[config.mk]
export PLATFORM = sky130hd
export DESIGN_NAME = regfile_port_arbiter
export DESIGN_NICKNAME = d
export VERILOG_FILES = /design/src/rtl/regfile_port_arbiter.sv
export SDC_FILE = /design/constraint.sdc
export NUM_CORES = 1
export LEC_CHECK = 0
export CAP_MARGIN = 20
export CORE_MARGIN = 3
export CORE_UTILIZATION = 44
export CTS_BUF_LIST = sky130_fd_sc_hd__clkbuf_8
export DETAILED_ROUTE_END_ITERATION = 8
export GPL_TIMING_DRIVEN = 0
export PLACE_DENSITY_LB_ADDON = 0.3
export SLEW_MARGIN = 5
export SYNTH_ARGS = -nofsm -noshare
export SYNTH_HDL_FRONTEND = slang
export SYNTH_SLANG_ARGS = --single-unit
[constraint.sdc]
create_clock -name clk -period 2.85 [get_ports clk]
set_input_delay 0.4275 -clock clk [delete_from_list [all_inputs] [get_ports clk]]
set_output_delay 0.4275 -clock clk [all_outputs]
set_load 0.03 [all_outputs]
[src/rtl/regfile_port_arbiter.sv]
// regfile_port_arbiter
//
// Shares the single read/write port of RegFile between a write-back
// requester and an operand-read requester. Writes are queued in a small
// FIFO write buffer. Reads take the port first. The buffer drains on cycles
// with no read request, or forcibly when it is full. A read that hits a
// buffered, uncommitted write is bypassed from the buffer, so every read
// returns the newest architectural value.
//
// Handshakes: a request transfers on a cycle where valid && ready are both 1.
// A requester holds valid and its payload stable until that transfer. The
// read response is a one-cycle pulse with no backpressure.
//
// Ports
//   clk, rst                 clock; synchronous active-high reset
//   wr_valid/ready/addr/data write-back request
//   rd_valid/ready/rs1/rs2/tag  operand-read request
//   rsp_valid/rs1v/rs2v/tag  read response, one cycle after issue
//   rf_rw/rd/rs1/rs2/din     RegFile port control (rw: 1=read, 0=write)
//   rf_rs1v/rf_rs2v          RegFile registered read data
module regfile_port_arbiter #(
  parameter int WB_DEPTH = 2,
  parameter int TAG_W    = 4
) (
  input  logic             clk,
  input  logic             rst,
  input  logic             wr_valid,
  output logic             wr_ready,
  input  logic [4:0]       wr_addr,
  input  logic [31:0]      wr_data,
  input  logic             rd_valid,
  output logic             rd_ready,
  input  logic [4:0]       rd_rs1,
  input  logic [4:0]       rd_rs2,
  input  logic [TAG_W-1:0] rd_tag,
  output logic             rsp_valid,
  output logic [31:0]      rsp_rs1v,
  output logic [31:0]      rsp_rs2v,
  output logic [TAG_W-1:0] rsp_tag,
  output logic             rf_rw,
  output logic [4:0]       rf_rd,
  output logic [4:0]       rf_rs1,
  output logic [4:0]       rf_rs2,
  output logic [31:0]      rf_din,
  input  logic [31:0]      rf_rs1v,
  input  logic [31:0]      rf_rs2v
);

  localparam int PW = $clog2(WB_DEPTH);
  localparam int CW = PW + 1;

  logic [4:0]       buf_addr [WB_DEPTH];
  logic [31:0]      buf_data [WB_DEPTH];
  logic [PW-1:0]    head;
  logic [PW-1:0]    tail;
  logic [CW-1:0]    count;

  logic             full;
  logic             do_read;
  logic             do_drain;
  logic             push;

  logic             hit1;
  logic             hit2;
  logic [31:0]      byp1;
  logic [31:0]      byp2;
  logic [PW-1:0]    idx;

  logic             rsp_valid_q;
  logic             hit1_q;
  logic             hit2_q;
  logic [31:0]      byp1_q;
  logic [31:0]      byp2_q;
  logic [TAG_W-1:0] tag_q;

  // Port decision uses only the registered count, so a full buffer never
  // accepts a write in the same cycle it frees a slot.
  assign full     = (count == CW'(WB_DEPTH));
  assign wr_ready = !rst && !full;
  assign do_read  = !rst && !full && rd_valid;
  assign do_drain = !rst && (full || (!rd_valid && count != '0));
  assign rd_ready = do_read;
  assign push     = wr_valid && wr_ready;

  always_comb begin
    rf_rw  = 1'b1;
    rf_rd  = '0;
    rf_rs1 = '0;
    rf_rs2 = '0;
    rf_din = '0;
    if (do_drain) begin
      rf_rw  = 1'b0;
      rf_rd  = buf_addr[head];
      rf_din = buf_data[head];
    end else if (do_read) begin
      rf_rs1 = rd_rs1;
      rf_rs2 = rd_rs2;
    end
  end

  // Scan entries oldest to newest; a later match overwrites an earlier one,
  // so the newest matching write wins. Nothing is popped on a read cycle,
  // so every counted entry is a candidate.
  always_comb begin
    hit1 = 1'b0;
    hit2 = 1'b0;
    byp1 = '0;
    byp2 = '0;
    idx  = '0;
    for (int k = 0; k < WB_DEPTH; k++) begin
      idx = head + PW'(k);
      if (CW'(k) < count) begin
        if (buf_addr[idx] == rd_rs1) begin
          hit1 = 1'b1;
          byp1 = buf_data[idx];
        end
        if (buf_addr[idx] == rd_rs2) begin
          hit2 = 1'b1;
          byp2 = buf_data[idx];
        end
      end
    end
  end

  // Buffer storage needs no reset: only entries below count are ever used.
  always_ff @(posedge clk) begin
    if (push) begin
      buf_addr[tail] <= wr_addr;
      buf_data[tail] <= wr_data;
    end
  end

  always_ff @(posedge clk) begin
    if (rst) begin
      head        <= '0;
      tail        <= '0;
      count       <= '0;
      rsp_valid_q <= 1'b0;
      hit1_q      <= 1'b0;
      hit2_q      <= 1'b0;
      byp1_q      <= '0;
      byp2_q      <= '0;
      tag_q       <= '0;
    end else begin
      if (push)     tail <= tail + PW'(1);
      if (do_drain) head <= head + PW'(1);
      case ({push, do_drain})
        2'b10:   count <= count + CW'(1);
        2'b01:   count <= count - CW'(1);
        default: count <= count;
      endcase
      rsp_valid_q <= do_read;
      if (do_read) begin
        hit1_q <= hit1;
        hit2_q <= hit2;
        byp1_q <= byp1;
        byp2_q <= byp2;
        tag_q  <= rd_tag;
      end
    end
  end

  // RegFile data arrives registered in the response cycle, so the bypass
  // choice is a mux on the live rf_rs*v inputs.
  assign rsp_valid = rsp_valid_q && !rst;
  assign rsp_rs1v  = rsp_valid ? (hit1_q ? byp1_q : rf_rs1v) : '0;
  assign rsp_rs2v  = rsp_valid ? (hit2_q ? byp2_q : rf_rs2v) : '0;
  assign rsp_tag   = rsp_valid ? tag_q : '0;

endmodule

## Yosys cells after proc, flatten, opt, wreduce, memory -nomap -nowiden

Memories as Yosys holds them, arrays and structs flattened. A register that Yosys moved wholly into a read port is not among the register bits.
Index checks and enable logic that the tools add are counted.
W data, S select, Z words.

- Add/sub/neg operators: 4
- Order comparisons: 2
- Equality and inequality tests: 7
- Mux-type cells: 35
- Reductions and logical operators: 12

Operators with widths:

| cell | number |
|---|---|
| $mux W32 | 13 |
| $mux W5 | 5 |
| $eq A5 B5 Y1 | 4 |
| $mux W1 | 15 |
| $logic_and A1 B1 Y1 | 6 |
| $eq A2 B2 Y1 const B | 2 |
| $lt A1 B2 Y1 const A | 2 |
| $mux W4 | 1 |
| $pmux W2 S2 | 1 |
| $reduce_bool A2 Y1 | 2 |
| $logic_not A1 Y1 | 3 |
| $add A1 B1 Y1 const B | 2 |
| $add A2 B1 Y2 const B | 1 |
| $eq A2 B1 Y1 const B | 1 |
| $sub A2 B1 Y2 const B | 1 |
| $logic_or A1 B1 Y1 | 1 |

- Register bits: 75
- Memory bits (writable): 74
- Input bits: 119
- Output and inout port bits: 119
- Memories: 2

Memories:

| memory | depth | bits a word | rd ports | clocked after memory_dff | wr ports | RTL line | source |
|---|---|---|---|---|---|---|---|
| buf_data | 2 | 32 | 2 | 1 | 1 | 53 | `logic [31:0] buf_data [WB_DEPTH];` |
| buf_addr | 2 | 5 | 2 | 1 | 1 | 52 | `logic [4:0] buf_addr [WB_DEPTH];` |

## Depth between registers and ports, before layout

Gate-level depths: netlist of run 1.

- Word-level depth: 6
- Depth in mapped cells: 9
- Gate-level depth less buffers: 8

## Worst setup path after synthesis of run 1

Ideal clock, no wire load.

- Path type: register to register
- Start: register count[0]
- End: memory buf_addr[0][0] (enable)
- Setup time: 431 ps
- Arrival: 2946 ps
- Slack: -528 ps
- Stages on the path, launching flop included: 6
- Buffers on the path: 0
- Cell sequence: dfxtp_1 -> inv_1 -> ha_1 -> nor2_1 -> nand2_1 -> nor2_1

- Longest elaborated chain between the ends: 6

RTL lines:

| what | RTL line | source |
|---|---|---|
| start, declared | 56 | `logic [CW-1:0] count;` |
| start signal, assigned | 148 | `2'b10: count <= count + CW'(1);` |
| start signal, assigned | 149 | `2'b01: count <= count - CW'(1);` |
| start signal, assigned | 150 | `default: count <= count;` |
| $eq A2 B2 Y1 | 78 | `assign full = (count == CW'(WB_DEPTH));` |
| $logic_not A1 Y1 | 79 | `assign wr_ready = !rst && !full;` |
| $logic_and A1 B1 Y1 | 79 |  |
| via wr_ready | 28 | `output logic wr_ready,` |
| $logic_and A1 B1 Y1 | 83 | `assign push = wr_valid && wr_ready;` |
| $mux W1 | 127 | `if (push) begin` |
| $mux W1 (implied by the code) | 128 | `buf_addr[tail] <= wr_addr;` |
| end, declared | 52 |  |

The timed path passes the listed nets, and every way through them passes these cells.

## Worst setup path in the final report of run 1

- Start: input rst
- End: output rf_din[18]

- Longest elaborated chain between the ends: 3

RTL lines:

| what | RTL line | source |
|---|---|---|
| start, declared | 26 | `input logic rst,` |
| $logic_not A1 Y1 | 81 | `assign do_drain = !rst && (full \|\| (!rd_valid && count != '0));` |
| $logic_and A1 B1 Y1 | 81 |  |
| $mux W32 | 91 | `if (do_drain) begin` |
| end, declared | 44 | `output logic [31:0] rf_din,` |

No other way between the ends.

==> results of run 1 <==
-- worst max path at each step --
stage	start	end	slack (ns)	cells after the start
5_1_grt	rst	rf_din[18]	0.003	6
3_5_place_dp	rst	rsp_rs2v[2]	-0.66	6
2_1_floorplan	count[0]	buf_addr[0][0]	0.08	5
4_1_cts	rst	rsp_rs2v[6]	0.001	6
3_3_place_gp	rst	buf_data[0][26]	-0.84	5
6_report	rst	rf_din[18]	0.09	6
-- registers in the layout (all words and copies together), names as in the netlist, named ones only --
name / cells
tag_q: 4
byp2_q: 32
hit2_q: 1
buf_data: 64
byp1_q: 32
tail: 1
hit1_q: 1
head: 1
buf_addr: 10
count: 2
rsp_valid_q: 1
-- synth_stat cells (2+ instances only) --
master / n / area, um2
xor2_1: 8 / 70.1
nand2b_1: 7 / 43.8
ha_1: 4 / 50.1
dfxtp_1: 76 / 1520
nand3_1: 32 / 160
mux2i_2: 2 / 27.5
edfxtp_1: 74 / 2220
nor3_2: 2 / 20.0
xnor2_1: 15 / 131
a211o_1: 2 / 17.5
and3_1: 11 / 68.8
buf_6: 5 / 56.3
buf_2: 4 / 20.0
nand4_1: 2 / 12.5
nor2_1: 146 / 548
o211ai_1: 2 / 15.0
o21ai_1: 33 / 165
mux2i_1: 135 / 1350
buf_1: 11 / 41.3
nand2_1: 40 / 150
o211ai_2: 30 / 375
clkbuf_1: 41 / 154
nor3b_1: 2 / 15.0
o21ai_0: 6 / 30.0
a32oi_1: 32 / 280
inv_1: 6 / 22.5
-- routing by layer --
layer / GRT usage [%] / vias to the layer above / share of wire, %
met5: 0 / - / 0
met4: 8.84 / 0 / 2.1
met3: 5.63 / 46 / 7.9
met2: 43.0 / 278 / 48
met1: 34.0 / 3234 / 42
li1: - / 3197 / -
-- report_power, final --
group          leakage [nW]  switching [W]  internal (W)
clock network         0.217       0.000796      0.000893
logic                  2.67        0.00167      0.000898
registers              1.29      0.0000766       0.00241
-- through the flow --
stage	worst slack [ns]	hold WS [ns]	std cells	total power, W	instance area [um2]
global placement	-0.838	0.462	1197	0.00513	10400
floorplan	0.0784	0.435	740	0.00411	7710
global route	0.00279	0.500	1229	0.00701	10700
finish	0.0882	0.484	1229	0.00674	10700
detailed placement	-0.657	0.465	1199	0.00516	10400
CTS	0.00126	0.486	1229	0.00674	10800
-- cells by family (layout without fill, tap and decap cells) --
kind of cell,count (synthesis),in the layout,synth area share (%)
buf+inv,67,336,3.81
fa+ha+maj,4,4,0.649
simple gates,248,248,14.0
flops,150,150,48.6
compound gates,110,110,12.1
xor+xnor,23,23,2.61
mux,138,138,18.2
-- worst min-delay path, stage by stage (launching register included) --
cell and delay [ns]:
dfxtp_1 0.33, nand2_1 0.06, o211ai_2 0.06
-- cell type report --
class,instances,area [um2]
Buffer,59,323
Clock buffer,19,262
Clock inverter,13,139
Fill cell,1452,6150
Inverter,6,22.5
Multi-Input combinational cell,523,3710
Sequential cell,150,3740
Tap cell,220,275
Timing Repair Buffer,239,2260
-- repair_timing --
item / CTS / global route
hold buffers: 0 / 0
setup endpoints to repair: 111 / 23
cloned: 0 / 0
gates resized for setup: 152 / 31
==> results.json, run 1 <==
{
  "final_hold_viol_count": 0,
  "n_antenna_cell": 0,
  "first_global_vias": 6968,
  "max_freq_mhz": 362,
  "cts_buffers": 17,
  "end_kind": "primary output",
  "final_cell_mix": "nor2_1, clkdlybuf4s50_1, mux2i_1, dlygate4sd2_1, dfxtp_1",
  "reg2reg_to": "byp2_q[7]",
  "crit_type": "input pin to primary output",
  "reg2reg_slack_ns": 0.24,
  "core_area_um2": 16900,
  "clockBufferDepth": 2,
  "io_buffer_count": 237,
  "synth_edf_count": 74,
  "finalSetupViolations": 0,
  "fin_crit_sh_pct": 96.9,
  "critPathArrivalTime_ns": 2.33,
  "grt_pass1_wl_um": 39100,
  "grt_usage_pct": 26.0,
  "io-pin-count": 238,
  "vdd_drop_max_mv": 0.327,
  "dp_hpwl_um": 18200,
  "holdPathStages": 2,
  "syn-instance-count": 740,
  "fin_setup_tns_ns": 0,
  "clock-sinks": 150,
  "synth_async_sr_flop_share_pct": 0,
  "cts-htree-levels": 4,
  "grt_max_degree": 23,
  "worstSkewPairLatency_ns": 0.45,
  "min_period_ns": 2.76,
  "path_buf_inv": 4,
  "slowest_stage": "clkdlybuf4s50_1",
  "cts-root-buf": "clkbuf_8",
  "wire_per_inst_um": 20.5,
  "antenna_found_initial": 0,
  "start_util_pct": 45.7,
  "die_h_um": 138,
  "synth-seq-cells": 150,
  "worst-r2r-cell-count": 8,
  "syn_avg_cell_area_um2": 10.4,
  "rows": 47,
  "required_ns": 2.42,
  "worstPathCellList": "clkdlybuf4s50_1 -> a211o_1 -> clkbuf_1 -> clkbuf_2 -> nor2_1 -> dlygate4sd2_1",
  "drt.antenna.violating_nets": 0,
  "post-cts-setup-buffers": 0,
  "critPathMaxStageDelay_ns": 0.48,
  "nNetsFinal": 1119,
  "worstHoldStart": "byp2_q[29]",
  "wl_um": 25200,
  "power.density_nw_per_um2": 628,
  "vias": 6755,
  "skew_ns": 0.00760,
  "rsz0062_at_grt": "false",
  "yosysSeqAreaShare_pct": 48.6,
  "worst_pin_slew_ns": 0.885,
  "timing.rr.start": "head",
  "min_path_type": "register to register",
  "report.final.slew_viol_count": 0,
  "critPathMaxFanout": 10,
  "slew_headroom_pct": 41.0,
  "drcViolationCount": 0,
  "globalplace.congestion": 0.838,
  "syn_nets": 863,
  "syn2layout_area_growth_pct": 39.2,
  "critPathLaunchType": "input pin",
  "drt_first_iter_violations": 507,
  "worstHoldEndpoint": "byp2_q[29]",
  "cts.clk_slew.worst_paths_ns": 0.08,
  "layout_commonest_cell": "nor2_1",
  "synth_area_um2": 7710,
  "drive_above_1_share_pct": 11.8,
  "dieArea_um2": 19100,
  "cts_tree": "done",
  "ys_warn_count": 0,
  "ys.flop_type": "dfxtp_1",
  "overflow": 0,
  "drt_pass1_iterations": 5,
  "synth_cell_types": 38,
  "postLayoutCoreUtil_pct": 63.6,
  "max-cap-violations": 0,
  "critPathTopFamily": "buffers and inverters",
  "die_x_um": 138,
  "p_leak_nw": 4.18,
  "viasPerCell": 5.50,
  "status": "finished, final reports clean"
}
No activity file was read; power rests on OpenSTA's default activity.
==> inputs of run 2 (changes only) <==
--- a/config.mk
+++ b/config.mk
@@ -11,2 +11,3 @@
 export CTS_BUF_LIST = sky130_fd_sc_hd__clkbuf_8
+export CTS_CLUSTER_DIAMETER = 150
 export DETAILED_ROUTE_END_ITERATION = 8
--- a/constraint.sdc
+++ b/constraint.sdc
@@ -3,2 +3,2 @@
 set_output_delay 0.4275 -clock clk [all_outputs]
-set_load 0.03 [all_outputs]
+set_load 0.005 [all_outputs]
==> run 2 against run 1 <==
Compared with the run above: register-to-register slack worse by 0.08 ns; final area is 1.8% higher; global-route usage shrank 0.059 points; first-iteration DRC count shrank 9.3%; critical endpoint is now rf_din[28]; largest power group is now registers; highest routed layer unchanged.
==> results.json, run 2 (synthesis gave the netlist of run 1 again) <==
{
  "status": "finished, final reports clean",
  "cts-htree-levels": 4,
  "cts_buffers": 17,
  "syn2layout_area_growth_pct": 41.7,
  "die_h_um": 138,
  "crit_type": "input pin to primary output",
  "grt_max_degree": 23,
  "vdd_drop_max_mv": 0.320,
  "viasPerCell": 5.52,
  "grt_pass1_wl_um": 39100,
  "grt.met1_usage_pct": 34.1,
  "min_path_type": "register to register",
  "busiest_layer": "met2",
  "start_util_pct": 45.7,
  "max_freq_mhz": 360,
  "n_antenna_cell": 0,
  "cts_tree": "done",
  "antenna_found_initial": 0,
  "report.final.slew_viol_count": 0,
  "drive_above_1_share_pct": 11.2,
  "worst_pin_slew_ns": 0.895,
  "clock-sinks": 150,
  "wire_per_inst_um": 20.5,
  "final_hold_viol_count": 0,
  "vias": 6787,
  "fin_hold_ws_ns": 0.485,
  "largest_reg_flops": 64,
  "required_ns": 2.42,
  "drt.antenna.violating_nets": 0,
  "critPathArrivalTime_ns": 2.35,
  "drcViolationCount": 0,
  "critPathMaxStageDelay_ns": 0.57,
  "gr-usage-met2_pct": 42.7,
  "critPathLaunchType": "input pin",
  "core_area_um2": 16900,
  "dieArea_um2": 19100,
  "clockBufferDepth": 2,
  "final_cell_mix": "clkdlybuf4s50_1, nor2_1, mux2i_1, dfxtp_1, edfxtp_1",
  "drt_pass1_iterations": 4,
  "globalplace.congestion": 0.838,
  "nNetsFinal": 1119,
  "min_period_ns": 2.78,
  "path_buf_inv": 3,
  "slew_headroom_pct": 40.3,
  "max-cap-violations": 0,
  "skew_ns": 0.00640,
  "overflow": 0,
  "fin_crit_sh_pct": 97.5,
  "drt_first_iter_violations": 460,
  "end_kind": "primary output",
  "layout_commonest_cell": "clkdlybuf4s50_1",
  "worstSkewPairLatency_ns": 0.46,
  "first_global_vias": 6965,
  "critPathTopFamily": "buffers and inverters",
  "critPathMaxFanout": 10,
  "worst_path_most_repeated_cell": "clkdlybuf4s50_1",
  "power.density_nw_per_um2": 598,
  "io_buffer_count": 237,
  "wl_um": 25200,
  "slowest_stage": "clkdlybuf4s50_1",
  "dp_hpwl_um": 18200,
  "finalSetupViolations": 0,
  "worstPathCellList": "clkdlybuf4s50_1 -> a211o_1 -> clkbuf_4 -> nor2_1 -> clkdlybuf4s50_1",
  "p_leak_nw": 3.78,
  "die_x_um": 138,
  "grt_usage_pct": 25.9,
  "cts.clk_slew.worst_paths_ns": 0.07,
  "stdcell_count": 1229,
  "rows": 47,
  "cts-root-buf": "clkbuf_8",
  "top_regs": "buf_data x64, byp1_q x32, byp2_q x32",
  "place_inst": 1199,
  "rsz0062_at_grt": "false",
  "top_register": "buf_data",
  "use_met3_pct": 5.56,
  "io-pin-count": 238
}
[run 2: changes by cell type in the layout (fill, tap and decap cells not counted), sizes merged]
cell	change
buf	+2
clkbuf	-12
dlymetal6s2s	-1
clkdlybuf4s15	-2
dlygate4sd2	-85
clkdlybuf4s50	+98
[run 2: layer usage]
metal,vias to the layer above,routed length (um)
li1,3197,-
met1,3280,10800
met2,264,12200
met3,46,1770
met4,0,514
met5,-,0
[run 2: power by group]
group	total, W	internal, W	switching (W)
clock network	0.00169	0.000893	0.000797
registers	0.00249	0.00241	0.0000777
logic	0.00235	0.00104	0.00131
total	0.00653	0.00435	0.00218
[run 2: cell type report]
class,instances,area (um2)
Tap cell,220,275
Buffer,58,337
Clock buffer,19,262
Inverter,6,22.5
Multi-Input combinational cell,523,3720
Sequential cell,150,3740
Fill cell,1408,5960
Timing Repair Buffer,240,2420
Clock inverter,13,139
[run 2: worst min-delay path: stages (launching register included)]
cell and delay (ns):
dfxtp_1 0.33, nand2_1 0.06, o211ai_2 0.06
[run 2: per-stage QoR]
stage | area [um2] | power, W | setup TNS (ns) | setup WS [ns] | util, %
6_report | 10900 | 0.00653 | 0 | 0.0700 | 64.7
5_1_grt | 10900 | 0.00679 | 0 | 0.000451 | 64.7
4_1_cts | 10900 | 0.00649 | 0 | 0.00342 | 64.4
3_5_place_dp | 10400 | 0.00479 | -20.24 | -0.512 | 61.6
3_3_place_gp | 10400 | 0.00475 | -71.55 | -0.838 | 61.4
2_1_floorplan | 7710 | 0.00374 | 0 | 0.482 | -
[run 2: timing repair]
| action | 4_1_cts | 5_1_grt |
|---|---|---|
| setup buffers | 0 | 1 |
| hold buffers | 0 | 0 |
| pin swaps | 0 | 1 |
| setup endpoints to repair | 111 | 90 |
| resized for setup | 54 | 21 |
[run 2: path summary, 6_finish.rpt]
check,start,endpoint,slack [ns],cells past startpoint
max,rst,rf_din[28],0.07,5
min,byp2_q[29],byp2_q[29],0.48,2
max reg2reg,head,byp2_q[7],0.16,8
min reg2reg,byp2_q[29],byp2_q[29],0.48,2
==> inputs of run 3 (changes only) <==
- CORE_MARGIN: 3 -> unset
- PLACE_DENSITY: unset -> 0.79
- PLACE_DENSITY_LB_ADDON: 0.3 -> unset
==> run 3 against run 2 <==
Compared with the run above: power decreased by 0.84%; clock skew increased by 0.0050 ns; sequential share of layout area decreased by 0.063 points; worst hold slack got worse by 0.0030 ns; sequential cell count unchanged; final cell count increased by 0.57%; clock-buffer cell count increased by 1; global-route usage increased by 1.5 points; utilization decreased by 1.0 points; final area increased by 0.18%; combinational power about the same; largest cell class is now multi-input gates; highest routed layer unchanged.
==> results.json, run 3 (synthesis gave the netlist of run 1 again) <==
{
  "slew_headroom_pct": 41.3,
  "cts.hold.buffers_added": 0,
  "viasPerCell": 5.53,
  "reg2reg_slack_ns": 0.34,
  "crit_type": "input pin to primary output",
  "end_kind": "primary output",
  "fin_crit_sh_pct": 99.6,
  "io-pin-count": 238,
  "cts-root-buf": "clkbuf_8",
  "max-cap-violations": 0,
  "io_buffer_count": 237,
  "seq_power_share_pct": 38.4,
  "final_hold_viol_count": 0,
  "clockBufferDepth": 2,
  "layout_commonest_cell": "clkdlybuf4s50_1",
  "grt_usage_pct": 27.4,
  "min_path_type": "register to register",
  "worst_path_most_repeated_cell": "clkdlybuf4s50_1",
  "top_regs": "buf_data x64, byp1_q x32, byp2_q x32",
  "die_h_um": 134,
  "p_sw_w": 0.00218,
  "cts.clk_slew.worst_paths_ns": 0.07,
  "drt_first_iter_violations": 507,
  "slowest_stage": "clkdlybuf4s50_1",
  "grt_pass1_wl_um": 37300,
  "worstPathCellList": "clkdlybuf4s50_1 -> nand2b_1 -> clkbuf_2 -> buf_4 -> nor2_1 -> clkdlybuf4s50_1",
  "n_antenna_cell": 0,
  "status": "finished, final reports clean",
  "cts_tree": "done",
  "top_register": "buf_data",
  "critPathCapture": "rsp_rs2v[3]",
  "reg2reg_to": "byp2_q[25]",
  "place_ws_ns": -0.414,
  "critPathLaunch": "rst",
  "internal-power_w": 0.00429,
  "drt.antenna.violating_nets": 0,
  "min_period_ns": 2.84,
  "syn2layout_area_growth_pct": 41.9,
  "clock-sinks": 150,
  "start_util_pct": 44.9,
  "overflow": 0,
  "antenna_found_initial": 0,
  "timing.rr.start": "head",
  "critPathMaxStageDelay_ns": 0.58,
  "cts_buffers": 17,
  "drt_pass1_iterations": 5,
  "power.density_nw_per_um2": 592,
  "die_x_um": 134,
  "rsz0062_at_grt": "true",
  "grt_max_degree": 21,
  "critPathMaxFanout": 10,
  "comb_power_share_pct": 36.3,
  "vdd_drop_max_mv": 0.375,
  "nNetsFinal": 1121,
  "core_area_um2": 17200,
  "critPathLaunchType": "input pin",
  "vias": 6834,
  "max_freq_mhz": 352,
  "cts-htree-levels": 4,
  "dieArea_um2": 18000,
  "worstSkewPairLatency_ns": 0.46,
  "largest_reg_flops": 64,
  "worst-r2r-cell-count": 8,
  "clkPwrFrac_pct": 25.3,
  "drive_above_1_share_pct": 12.1,
  "finalWorstSetupSlack_ns": 0.0116,
  "globalplace.congestion": 0.840,
  "fin_hold_ws_ns": 0.482,
  "critPathTopFamily": "buffers and inverters",
  "critPathArrivalTime_ns": 2.41,
  "report.final.slew_viol_count": 0,
  "required_ns": 2.42,
  "switching_share_pct": 33.7,
  "drcViolationCount": 0,
  "rows": 48,
  "wl_um": 24700,
  "final_cell_mix": "clkdlybuf4s50_1, nor2_1, mux2i_1, dfxtp_1, edfxtp_1",
  "dp_hpwl_um": 17800,
  "p_leak_nw": 3.78,
  "skew_ns": 0.0114,
  "cp.depth": 6,
  "wire_per_inst_um": 20.0,
  "worst_pin_slew_ns": 0.880,
  "finalSetupViolations": 0,
  "first_global_vias": 6767,
  "path_buf_inv": 4
}
run 3: what timing repair did:
action | in CTS | in global routing
endpoints found under the hold margin | 0 | 0
setup buffers | 1 | 0
endpoints found under the setup margin | 109 | 79
resized for setup | 46 | 34
pin swaps | 1 | 1
run 3: power groups by stage:
stage / combinational (W) / sequential (W) / clock [W]
after floorplan: 0.00123 / 0.00251 / 0
after global placement: 0.00221 / 0.00252 / 0
after detailed placement: 0.00224 / 0.00253 / 0
after CTS: 0.00230 / 0.00248 / 0.00164
after global routing: 0.00250 / 0.00250 / 0.00172
final: 0.00235 / 0.00249 / 0.00164
run 3: cell type report:
type,count,area [um2]
timing repair buffer,240,2420
multi-input combinational,523,3750
inverter,6,22.5
fill,1414,6240
tap,225,282
clock buffer,20,275
clock inverter,12,111
sequential,150,3740
buffer,60,333
run 3: worst min path at each step:
stage | startpoint | end | depth (start not counted)
CTS | byp2_q[22] | byp2_q[22] | 2
detailed placement | byp2_q[27] | byp2_q[27] | 2
finish | byp2_q[17] | byp2_q[17] | 2
floorplan | byp2_q[30] | byp2_q[30] | 2
global placement | byp2_q[24] | byp2_q[24] | 2
global route | byp1_q[4] | byp1_q[4] | 2
run 3: tightest hold or removal path: stages, from the launching register on:
cell,delay [ns]
dfxtp_1,0.33
nand2_1,0.06
o211ai_2,0.06
run 3: through the flow:
stage / total power (W) / area, um2 / setup TNS (ns) / cells / util [%]
final: 0.00647 / 10900 / 0 / 1236 / 63.7
after global routing: 0.00672 / 10900 / -0.0105 / 1236 / 63.7
after CTS: 0.00641 / 10900 / -0.00335 / 1237 / 63.3
after detailed placement: 0.00477 / 10400 / -16.58 / 1204 / 60.6
after global placement: 0.00473 / 10400 / -67.72 / 1202 / 60.3
after floorplan: 0.00374 / 7710 / 0 / 740 / -
run 3: layer usage:
metal | global-route usage, % | vias up | share of wire, % | wire length (um)
li1 | - | 3199 | - | -
met1 | 34.4 | 3308 | 42 | 10300
met2 | 47.1 | 293 | 49 | 12200
met3 | 5.14 | 34 | 6.9 | 1710
met4 | 9.86 | 0 | 2.0 | 483
met5 | 0 | - | 0 | 0
==> variant 1, RTL diff (settings of run 2) <==
`WB_DEPTH`: 2 -> 4.
--- a/src/rtl/regfile_port_arbiter.sv
+++ b/src/rtl/regfile_port_arbiter.sv
@@ -20,5 +20,5 @@
 //   rf_rs1v/rf_rs2v          RegFile registered read data
 module regfile_port_arbiter #(
-  parameter int WB_DEPTH = 2,
+  parameter int WB_DEPTH = 4,
   parameter int TAG_W    = 4
 ) (
Behaviour: not the same (Yosys sat finds a counterexample within 4 cycles, from zero or initial values and one cycle with rst high).
==> variant 1 against run 2 <==
- worst setup slack lost 0.022 ns
- sequential power grew 49%
- design area grew 72%
- synthesized area grew 84%
- die area grew 80%
- count of clock-buffer cells in the layout grew 23
- power grew 40%
- wire length grew 92%
- sequential cell count grew 78
- via count grew 75%
- first-iteration DRC count grew to 2.9 times the old value
- critical path depth grew 3
- synthesized cell count grew 53%
- global-route usage grew 1.2 points
==> variant 1: results (changes against run 2) <==
* Outcome: completed
* Depth of the most critical reg-to-reg path: 11 (+3)
* Detail Route met2 WL: 22300 um (+83%)
- The sequential cell area in the final layout was 6060 sq um (+62%).
- Cell internal pwr: 0.00649 W (+49%)
- # resized after CTS: 121 (+120%)
- The fraction of final layout cells sized beyond drive strength 1 was 27.8% (+17 points).
* Number of port buffers: 227 (-4.2%)
- Top routing layer in use: met5
- The final net count is 1586 (+42%).
- The met2 usage in global routing was 41.9% (-0.76 points).
* Global-route track usage on met1: 36.0% (+2.0 points)
- The number of flops mapped to enable cells by yosys came to 148 (+100%).
* Detailed Routing Iterations Pass 1: 5 (+1)
- Largest net degree at the start of global routing: 31 (+35%)
- The number of multi-input logic gates was 776 (+48%).
* GRT Total Usage: 27.1% (+1.2 points)
* Clock tree cell share of total cell area: 4.00% (+0.33 points)
* WL final: 48400 um (+92%)
- The maximum level of the CTS H-tree came to 2 (-2).
* Met3 Wirelength: 5860 um (+230%)
* Clock latency on the worst-skew pair: 0.55 ns (+0.09 ns)
* Post-Syn Nets: 1262 (+46%)
- By count the netlist is led by sky130_fd_sc_hd__edfxtp_1 (148), sky130_fd_sc_hd__mux4_2 (137), sky130_fd_sc_hd__nor2_1 (115), sky130_fd_sc_hd__dfxtp_1 (80), sky130_fd_sc_hd__mux2i_1 (76).
- The worst slack at placement came to -1.06 ns (-0.553 ns).
- Worst flop-to-flop path endpoint: byp2_q[1]
- Library cells used by synthesis: 49 (+29%)
- The share of the yosys chip area belonging to registers was 42.6% (-6.0 points).
- Met1 routed wirelength after detailed routing: 19000 um (+76%)
* Number of ordinary and repair buffers in the finished layout: 404 (+36%)
- Placed cell count: 1767 (+47%)
- Top flip-flop cell by instance count after synthesis: sky130_fd_sc_hd__edfxtp_1
- Final Cell Area: 18800 sq um (+72%)
- The number of antenna violations at the first check in global routing came to 6 (+6).
* Fmax: 0.357 GHz (-0.78%)
* Setup slack, reg-to-reg: 0.05 ns (-0.11 ns)
* Arr. time, crit path: 2.37 ns (+0.02 ns)
- The cell area reported after detailed placement was 17100 sq um (+64%).
- # Post-CTS Setup Buffers: 21 (+21)
- The worst setup path is launched from a flop.
* Power per unit of standard cell area: 484 nW/um^2 (-19%)
- In the final layout, the registers with the most flip-flops are buf_data (128), byp1_q (32), byp2_q (32).
- Class of the tightest hold or removal check: input pin to flop
- The final RePlAce weighted congestion came to 0.929 (+11%).
- Estimated wirelength of the detail-placed design: 36100 um (+98%)
- The static leakage was 6.57 nW (+74%).
[variant 1: cell count changes after synthesis, sizes merged, moves of 35 or more]
cell,delta
a221oi,+64
mux2i,-59
mux4,+137
a22oi,+64
buf,+35
and2,+38
edfxtp,+74
[variant 1: worst max-delay path, stage by stage, from the launching register on]
cell	delay [ns]
sky130_fd_sc_hd__dfxtp_2	0.35
sky130_fd_sc_hd__buf_12	0.16
sky130_fd_sc_hd__buf_12	0.14
sky130_fd_sc_hd__buf_4	0.12
sky130_fd_sc_hd__buf_4	0.10
sky130_fd_sc_hd__buf_4	0.10
sky130_fd_sc_hd__mux4_2	0.54
sky130_fd_sc_hd__and2_1	0.18
sky130_fd_sc_hd__dlymetal6s2s_1	0.15
[variant 1: cell families after synthesis]
kind of cell | count (synthesis) | share of synthesized area (%)
compound gates | 246 | 12.6
xor+xnor | 47 | 2.90
fa+ha+maj | 9 | 0.794
buf+inv | 130 | 4.19
flops | 228 | 42.6
mux | 220 | 27.8
simple gates | 254 | 9.15
==> variant 2, RTL diff (settings of run 2) <==
Made on the original files. Make the reset (`rst`) asynchronous in one clocked block. Comments in the files are not updated.
--- a/src/rtl/regfile_port_arbiter.sv
+++ b/src/rtl/regfile_port_arbiter.sv
@@ -131,5 +131,5 @@
   end
 
-  always_ff @(posedge clk) begin
+  always_ff @(posedge clk or posedge rst) begin
     if (rst) begin
       head        <= '0;
Formal check against the unedited RTL: no difference found for any inputs over 4 cycles, from zero or initial values and one cycle with rst high; that may be too few to reach the edited logic, so the function may still have changed.
==> variant 2 against run 2 <==
- sequential cell count is 1 lower
- power up 28%
- synthesized cell count is 5.1% lower
- worst setup slack better by 0.036 ns
- design area increased by 3.7%
- synthesized area rose by 2.4%
- core utilization increased by 0.31 points
- wire length up 3.2%
- largest cell class unchanged
==> variant 2: results (changes against run 2) <==
- The first-pass detailed-route iteration total is 6 (+2).
- The total setup buffers inserted after CTS came to 1 (+1).
- The count of cells resized by post-cts repair was 59 (+9.3%).
- Cell internal pwr: 0.00526 W (+21%)
- Slew Limit Headroom: 41.6% (+1.3 points)
* Worst-case vdd ir drop: 0.000394 V (+23%)
* Top cells by area in the synthesized netlist: sky130_fd_sc_hd__edfxtp_1 (28%), sky130_fd_sc_hd__dfrtp_1 (24%), sky130_fd_sc_hd__mux2i_1 (17%), sky130_fd_sc_hd__a32oi_1 (7.1%), sky130_fd_sc_hd__nor2_1 (6.7%)
- Number of standard cells in the layout, taps in and fillers out: 1202 (-2.2%)
* Vias in the first global route: 7149 (+2.6%)
- Proportion of power drawn by the clock network: 22.2% (-3.7 points)
- The run finished with clean final reports.
* Largest net degree at the start of global routing: 40 (+74%)
- The HPWL after detailed placement came to 18100 um (-0.91%).
* Share of power burned in combinational logic: 44.7% (+8.7 points)
- Met3 Wirelength: 2090 um (+18%)
* First-pass GRT wire length: 40400 um (+3.4%)
- Depth of the most critical reg-to-reg path: 6 (-2)
- The met3 routing resource usage after global routing came to 6.42% (+0.86 points).
- The static leakage is 4.43 nW (+17%).
* Share of the yosys chip area belonging to registers: 52.0% (+3.4 points)
* Class of the tightest hold or removal check: input pin to asynchronous set/reset pin
- The synthesized netlist net count came to 825 (-4.4%).
- The switching part of the total power is 36.8% (+3.3 points).
- Post-Synthesis Cells: 702 (-5.1%)
* Arr. time, crit path: 2.32 ns (-0.03 ns)
- Among all flip-flop cells after synthesis, the most frequent one is sky130_fd_sc_hd__dfrtp_1.
* Library cells used by synthesis: 34 (-11%)
- The final RePlAce weighted congestion is 0.822 (-1.9%).
- The sum of routed wire length over all layers was 26100 um (+3.2%).
==> variant 2: final cells by class <==
cell class / count / area (sq um)
timing repair buffer: 243 / 2450
buffer: 57 / 342
clock inverter: 15 / 211
fill: 1399 / 6100
inverter: 7 / 56.3
multi-input combinational: 487 / 3630
sequential: 149 / 4100
tap: 225 / 282
timing repair inverter: 2 / 17.5
clock buffer: 17 / 234
==> variant 2: cells by family (layout without fill, tap and decap cells) <==
| kind of cell | Yosys count | after routing | share of synthesized area, % |
|---|---|---|---|
| adders and majority gates | 4 | 4 | 0.634 |
| xor gates and xnor gates | 24 | 24 | 2.66 |
| buffers and inverters | 66 | 341 | 3.71 |
| and+or+nand+nor | 187 | 187 | 9.94 |
| muxes | 139 | 139 | 17.8 |
| DFF | 149 | 149 | 52.0 |
| AOI/OAI and AO/OA | 133 | 133 | 13.3 |
==> variant 2: critical path, delay by kind of cell <==
kind          cells  cell delay, ns
buf+inv           5            1.65
simple gates      2            0.23
